`config.mk`:
```
export PLATFORM = sky130hd
export DESIGN_NAME = exec_issue_ctrl
export DESIGN_NICKNAME = d
export VERILOG_FILES = /design/src/rtl/exec_pkg.sv /design/src/rtl/exec_issue_ctrl.sv
export SDC_FILE = /design/constraint.sdc
export NUM_CORES = 1
export LEC_CHECK = 0
export ABC_AREA = 1
export CORE_ASPECT_RATIO = 1.25
export CORE_MARGIN = 10
export CORE_UTILIZATION = 44
export CTS_CLUSTER_SIZE = 12
export DETAILED_ROUTE_END_ITERATION = 6
export GPL_TIMING_DRIVEN = 0
export PLACE_DENSITY = 0.95
export SYNTH_ARGS = -nofsm -noshare
export SYNTH_HDL_FRONTEND = slang
export SYNTH_SLANG_ARGS = --single-unit
```
`constraint.sdc`:
```
create_clock -name clk -period 3.3 [get_ports clk]
set_input_delay 0.66 -clock clk [delete_from_list [all_inputs] [get_ports clk]]
set_output_delay 0.66 -clock clk [all_outputs]
set_load 0.03 [all_outputs]
```
`src/rtl/exec_pkg.sv`:
```
// Shared encodings for the issue controller and the execute unit.
package exec_pkg;

    // Op class on the unit request bus
    localparam logic [1:0] CLS_IMM     = 2'b00;
    localparam logic [1:0] CLS_SPECIAL = 2'b01;
    localparam logic [1:0] CLS_FPU     = 2'b10;

    // Special / R-type funct codes
    localparam logic [5:0] FN_SLL = 6'b000000;
    localparam logic [5:0] FN_ADD = 6'b100000;
    localparam logic [5:0] FN_SUB = 6'b100010;
    localparam logic [5:0] FN_AND = 6'b100100;
    localparam logic [5:0] FN_OR  = 6'b100101;
    localparam logic [5:0] FN_SLT = 6'b101010;

    // Immediate opcodes
    localparam logic [5:0] OP_ADDI = 6'b001000;
    localparam logic [5:0] OP_SLTI = 6'b001010;
    localparam logic [5:0] OP_ANDI = 6'b001100;
    localparam logic [5:0] OP_ORI  = 6'b001101;

    // FPU funct codes
    localparam logic [5:0] FPU_ADD  = 6'b000000;
    localparam logic [5:0] FPU_SUB  = 6'b000001;
    localparam logic [5:0] FPU_MUL  = 6'b000010;
    localparam logic [5:0] FPU_INV  = 6'b000011;
    localparam logic [5:0] FPU_SQRT = 6'b000100;
    localparam logic [5:0] FPU_ABS  = 6'b000101;
    localparam logic [5:0] FPU_FTOI = 6'b001000;
    localparam logic [5:0] FPU_ITOF = 6'b001001;
    localparam logic [5:0] FPU_EQ   = 6'b110010;
    localparam logic [5:0] FPU_LT   = 6'b110100;
    localparam logic [5:0] FPU_LE   = 6'b110110;

    // Matches no unit case, so the unit's result register holds
    localparam logic [5:0] NOP_CODE = 6'b111110;

    typedef struct packed {
        logic [1:0]  cls;
        logic [5:0]  code;
        logic [31:0] s;
        logic [31:0] t;
        logic [31:0] imm;
        logic [4:0]  h;
        logic [4:0]  rd;
    } exec_req_t;

    function automatic logic fpu_is_long(input logic [5:0] code);
        return (code == FPU_ADD) || (code == FPU_SUB) ||
               (code == FPU_MUL) || (code == FPU_SQRT);
    endfunction

    function automatic logic fpu_is_supported(input logic [5:0] code);
        return fpu_is_long(code) || (code == FPU_INV) ||
               (code == FPU_EQ) || (code == FPU_LT) || (code == FPU_LE) ||
               (code == FPU_FTOI) || (code == FPU_ITOF);
    endfunction

endpackage

```
`src/rtl/exec_issue_ctrl.sv`:
```
// Issue-side controller for the fixed-latency integer/FPU execute unit.
module exec_issue_ctrl
    import exec_pkg::*;
#(
    parameter int unsigned SHORT_LAT    = 1,
    parameter int unsigned FPU_LONG_LAT = 3
) (
    input  logic        clk,
    input  logic        rstn,
    input  logic        in_valid,
    output logic        in_ready,
    input  logic [1:0]  in_class,
    input  logic [5:0]  in_code,
    input  logic [31:0] in_s,
    input  logic [31:0] in_t,
    input  logic [31:0] in_imm,
    input  logic [4:0]  in_h,
    input  logic [4:0]  in_rd,
    input  logic        flush,
    output logic [1:0]  eu_class,
    output logic [5:0]  eu_code,
    output logic [31:0] eu_s,
    output logic [31:0] eu_t,
    output logic [31:0] eu_imm,
    output logic [4:0]  eu_h,
    input  logic [31:0] eu_d,
    output logic        wb_valid,
    output logic [31:0] wb_data,
    output logic [4:0]  wb_rd,
    output logic        wb_err
);

    typedef enum logic [1:0] {
        S_IDLE = 2'd0,
        S_EXEC = 2'd1,
        S_CAPT = 2'd2
    } state_t;

    state_t    state, state_n;
    exec_req_t req;
    logic [1:0] lat;
    logic [1:0] cnt;
    logic       is_long;
    logic       flush_pend;
    logic       accept;
    logic       in_long;

    assign accept  = (state == S_IDLE) && in_valid && !flush;
    assign in_long = (in_class == CLS_FPU) && fpu_is_long(in_code);

    // State register
    always_ff @(posedge clk) begin
        if (!rstn) state <= S_IDLE;
        else       state <= state_n;
    end

    // Next state and unit request bus; the bus is NOP outside EXEC
    always_comb begin
        state_n  = state;
        in_ready = 1'b0;
        eu_class = CLS_IMM;
        eu_code  = NOP_CODE;
        eu_s     = '0;
        eu_t     = '0;
        eu_imm   = '0;
        eu_h     = '0;
        case (state)
            S_IDLE: begin
                in_ready = 1'b1;
                if (accept) state_n = S_EXEC;
            end
            S_EXEC: begin
                eu_class = req.cls;
                eu_code  = req.code;
                eu_s     = req.s;
                eu_t     = req.t;
                eu_imm   = req.imm;
                eu_h     = req.h;
                // A long FPU op must run out so the unit's counter wraps to 0
                if (flush && !is_long) state_n = S_IDLE;
                else if (cnt == lat)   state_n = S_CAPT;
            end
            S_CAPT: state_n = S_IDLE;
            default: state_n = S_IDLE;
        endcase
    end

    // Request latch, latency counter, flush tracking and writeback capture
    always_ff @(posedge clk) begin
        if (!rstn) begin
            req        <= '0;
            lat        <= '0;
            cnt        <= '0;
            is_long    <= 1'b0;
            flush_pend <= 1'b0;
            wb_valid   <= 1'b0;
            wb_data    <= '0;
            wb_rd      <= '0;
            wb_err     <= 1'b0;
        end else begin
            wb_valid <= 1'b0;
            wb_err   <= 1'b0;
            case (state)
                S_IDLE: begin
                    if (accept) begin
                        req        <= '{cls: in_class, code: in_code, s: in_s, t: in_t,
                                        imm: in_imm, h: in_h, rd: in_rd};
                        lat        <= in_long ? 2'(FPU_LONG_LAT) : 2'(SHORT_LAT);
                        is_long    <= in_long;
                        cnt        <= 2'd1;
                        flush_pend <= 1'b0;
                    end
                end
                S_EXEC: begin
                    if (cnt != lat) cnt <= cnt + 2'd1;
                    if (flush && is_long) flush_pend <= 1'b1;
                end
                S_CAPT: begin
                    if (!flush && !flush_pend) begin
                        wb_valid <= 1'b1;
                        wb_data  <= eu_d;
                        wb_rd    <= req.rd;
                        wb_err   <= (req.cls == CLS_FPU) && !fpu_is_supported(req.code);
                    end
                    flush_pend <= 1'b0;
                end
                default: ;
            endcase
        end
    end

endmodule

```
# --- Yosys cells after proc, flatten, opt, wreduce, memory -nomap -nowiden ---
# Cells that the tools add are included.
# Widths: inputs -> output; s select.
op_classes:
  n_addsub: 1
  n_eq_ne: 22
  n_mux: 18
  n_reduce_logical: 35
ops:
  columns: ["operator", "count"]
  rows:
  - ["$mux 32", 3]
  - ["$eq 6x2->1 const B", 3]
  - ["$eq 6x6->1 const B", 3]
  - ["$eq 6x1->1 const B", 2]
  - ["$eq 6x3->1 const B", 2]
  - ["$eq 6x4->1 const B", 2]
  - ["$logic_not 6->1", 2]
  - ["$logic_or 1x1->1", 12]
  - ["$mux 2", 6]
  - ["$reduce_and 3->1", 3]
  - ["$pmux 2 s2", 2]
  - ["$reduce_and 2->1", 4]
  - ["$logic_and 1x1->1", 7]
  - ["$eq 2x2->1 const B", 3]
  - ["$mux 6", 1]
  - ["$ne 2x2->1 const B", 3]
  - ["$mux 5", 1]
  - ["$logic_not 1->1", 4]
  - ["$mux 1", 4]
  - ["$ne 3x3->1 const B", 1]
  - ["$pmux 1 s3", 1]
  - ["$reduce_bool 3->1", 1]
  - ["$add 2x1->2 const B", 1]
  - ["$eq 2x1->1 const B", 1]
  - ["other kinds (4)", 4]
word_totals:
  reg_bits: 161
  inputBits: 150
  output_inout_bits: 149
  elab_cells: 92

# --- Longest topological paths before layout ---
depth:
  ltp_word: 12
  mapped_depth: 8
  depth_no_buf: 8

# --- Least setup slack after synthesis ---
# Ideal clock, no wire load.
synth_timing:
  path_type: "reg-to-output"
  from: "register state[0]"
  to: "output port eu_code[0]"
  arrival_ns: 1.351
  path_slack_ns: 1.289
  path_stages_with_launch: 7
  n_path_buf: 2
  cell_sequence: "dfxtp_1 inv_2 nor2_4 inv_2 buf_2 buf_2 nor2_1"
synth_between:
  elab_chain_cells: 2
synth_rtl:
  columns: ["element", "line_no", "rtl"]
  rows:
  - ["start: declaration", "exec_issue_ctrl.sv:39", "state_t state, state_n;"]
  - ["start signal: assignment", "exec_issue_ctrl.sv:54", "else state <= state_n;"]
  - ["$eq 2x1->1", "exec_issue_ctrl.sv:67", "case (state)"]
  - ["$mux 6", "exec_issue_ctrl.sv:67", null]
  - ["end: declaration", "exec_issue_ctrl.sv:21", "output logic [5:0] eu_code,"]
# Every way passes these cells.

# --- Worst setup path after layout ---
layout_timing:
  from: "register state[0]"
  to: "output port eu_s[19]"
layout_between:
  elab_chain_cells: 2
layout_rtl:
  columns: ["element", "line_no", "rtl"]
  rows:
  - ["$eq 2x1->1", "exec_issue_ctrl.sv:67", null]
  - ["$mux 32", "exec_issue_ctrl.sv:67", null]
  - ["end: declaration", "exec_issue_ctrl.sv:22", "output logic [31:0] eu_s,"]
# Every way passes these cells.

==> impl_metrics.yaml <==
hold_path:
  hold_end: "req[13]"
  worstHoldPathCells: 2
  hold_path_class: "flop to flop"
  min_from: "req[13]"
power_and_ir_drop:
  p_seq_share_pct: 43.2
  pwr-share-clk_pct: 43.2
  swShare_pct: 24.41
  finalPower_w: 0.004799
  p_switching_w: 0.001171
  p_comb_share_pct: 13.6
  powerDensity_nw_per_um2: 477.7
  p_leak_nw: 3.793
  power.internal_w: 0.003628
  vdd_drop_max_mv: 0.3984
job:
  maxCapViolCount: 0
critical_path:
  worstPathRequired_ps: 2640
  reg2regPathDepth: 6
  crit_fanout: 10
  cp-end-kind: "output pin"
  crit_buf_inv: 5
  startpoint: "state[0]"
  slowest_delay_ps: 750
  start_kind: "flop"
  rr_endpoint: "req[16]"
  reg2reg_from: "state[1]"
  crit_family: "buffers and inverters"
  cp_data_arrival_time_ps: 2540
  path_cells: "inv_2, nor2_4, inv_2, buf_2, buf_2, nor2_1, clkdlybuf4s50_1"
  critPathSlowestCell: "clkdlybuf4s50_1"
  path_class: "flop to output pin"
  r2r_slack_ps: 1830
logic_synthesis:
  synth.area.top_cells: "dfxtp_1, o21ai_0, nor2_1, a21oi_1, inv_1"
  synth_seq_cells: 160
  yosys.area.top_type: "dfxtp_1"
  synth_common_cells: "nor2_1, dfxtp_1, o21ai_0"
  synth_area_per_cell_um2: 7.389
  synth_edf_count: 0
  synth_top_area_share_pct: 51.36
  synth_flop_cell: "dfxtp_1"
  syn_area_um2: 6236
  netlist_instances: 844
  synth.most_common_cell: "nor2_1"
  yosysSeqAreaShare_pct: 51.36
  yosys_warnings: 0
  async_reset_ff_share_pct: 0
  syn-num-nets: 994
  synthDistinctLibCells: 25
placed_design:
  place_congestion: 0.9180
  place_hpwl_um: 19340
  place_area_um2: 9428
  port_buffers: 297
final_layout:
  fillers: 1007
  multi_input_area_um2: 2260
  syn_to_final_growth_pct: 61.11
  layout-drive-gt1-share_pct: 5.887
  diodes: 0
  fin_area_um2: 10050
  seqCellArea_um2: 3203
  fin_nets: 1310
  final_util_pct: 72.42
floorplanning:
  coreArea_um2: 13870
  placementRows: 48
  die_w_um: 126.5
  io_pins: 299
  die_y_um: 153.1
  start_util_pct: 44.95
  die-area_um2: 19360
clock_tree:
  htree_levels: 4
  tritoncts: "done"
  insertion_delay_ps: 430
  root_buffer: "clkbuf_16"
  cts_buffers: 17
  postCtsHoldBufs: 0
  cts_sinks: 160
  clkTransAtPathRegs_ps: 60
  clockBufferDepth: 2
grt:
  gr-usage-all-layers_pct: 24.89
  grt.overflow.total: 0
  grt_pass1_wl_um: 38420
  grt_max_degree: 17
  grt_pass1_vias: 7050
  antenna_found_initial: 0
sta:
  rsz0062_at_grt: "no"
  min_period_ps: 3202
  hold_viol: 0
  finalClockSkew_ps: 9.381
  setup_violations: 0
  relSlewSlack_pct: 58.80
  worst_pin_slew_ps: 617.9
  slew_viol_final: 0
  final.period_utilization_pct: 97.02
  setup_tns_ps: 0
  fmaxAchievable_mhz: 312.4
  timing.hold.ws_ps: 451.5
routing:
  wl_per_cell_um: 18.69
  drtIter0Drc: 466
  drt_first_pass_iters: 5
  drcViolationCount: 0
  vias: 6857
  antenna_left: 0
  drt-total-wl_um: 25170
  via_per_inst: 5.091
status:
  status: "completed"
-- layer usage --
layer | GRT usage [%] | wire length, um
met4 | 9.995 | 733
met2 | 43.45 | 12680
met1 | 25.35 | 9019
met3 | 10.76 | 2741
met5 | 0 | 0
-- worst max path at each step --
| stage | slack [ps] | endpoint | cells after the start |
|---|---|---|---|
| 2_1_floorplan | 1290 | eu_code[0] | 6 |
| 3_3_place_gp | 530 | eu_imm[30] | 7 |
| 3_5_place_dp | 510 | eu_imm[30] | 7 |
| 4_1_cts | 60 | eu_imm[30] | 7 |
| 5_1_grt | 1 | eu_s[24] | 7 |
| 6_report | 100 | eu_s[19] | 7 |
-- worst reg2reg max path: cells and delay by family (launching register included) --
| family | cells | cell delay (ps) |
|---|---|---|
| buf+inv | 2 | 360 |
| simple gates | 2 | 250 |
| compound gates | 2 | 380 |
| flops | 1 | 360 |
-- cell families (layout without fill, tap and decap cells) --
group                  Yosys count  after routing  share of synthesized area (%)
AO/OA/AOI/OAI                  272            272                          21.99
AND/OR/NAND/NOR                227            227                          14.11
buffers and inverters          184            512                          12.40
flip-flops                     160            160                          51.36
XOR/XNOR                         1              1                         0.1405
-- registers in the layout (all words and copies together), names as in the netlist --
register    cells
flush_pend      1
state           2
wb_data        32
lat             2
cnt             2
req           114
wb_rd           5
wb_err          1
wb_valid        1
-- per-stage QoR --
step	setup slack, ps	std cells
floorplan	1289	844
global placement	534.1	1316
detailed placement	506.2	1316
CTS	55.32	1347
global route	0.9839	1347
finish	98.47	1347
-- cell usage in the layout (no fill, tap or decap), types with 2 or more instances in the layout --
cell type	n
inv_2	3
buf_6	4
bufinv_16	4
o21ai_0	153
inv_1	119
nor2_1	194
dlymetal6s2s_1	3
a21oi_1	113
clkbuf_1	29
clkdlybuf4s50_1	294
o21ai_1	2
nand3_1	5
clkbuf_16	17
buf_2	26
nor4_1	2
clkinvlp_4	2
nand2_1	21
a211oi_1	2
dfxtp_1	160
buf_4	5
-- cell type report --
cell class	count	share of cell area, %
inverter	123	4.595
sequential	160	31.88
buffer	61	3.101
timing repair buffer	297	29.66
tap	175	2.179
clock buffer	22	4.521
multi-input combinational	500	22.49
clock inverter	9	1.569
-- power groups by stage --
| stage | Combinational, W | Clock (W) | Sequential (W) |
|---|---|---|---|
| final | 0.000655 | 0.00207 | 0.00207 |
| after CTS | 0.000653 | 0.00208 | 0.00207 |
| after detailed placement | 0.000646 | 0 | 0.00211 |
| after global routing | 0.000712 | 0.00217 | 0.00208 |
| after floorplan | 0.000308 | 0 | 0.00211 |
| after global placement | 0.000628 | 0 | 0.00211 |
-- timing repair --
| item | in CTS | in global routing |
|---|---|---|
| buffers inserted | 0 | 0 |
| gates resized for setup | 0 | 3 |
| endpoints found under the setup margin | 0 | 3 |
Note: power is estimated with default switching activity, not from simulation.
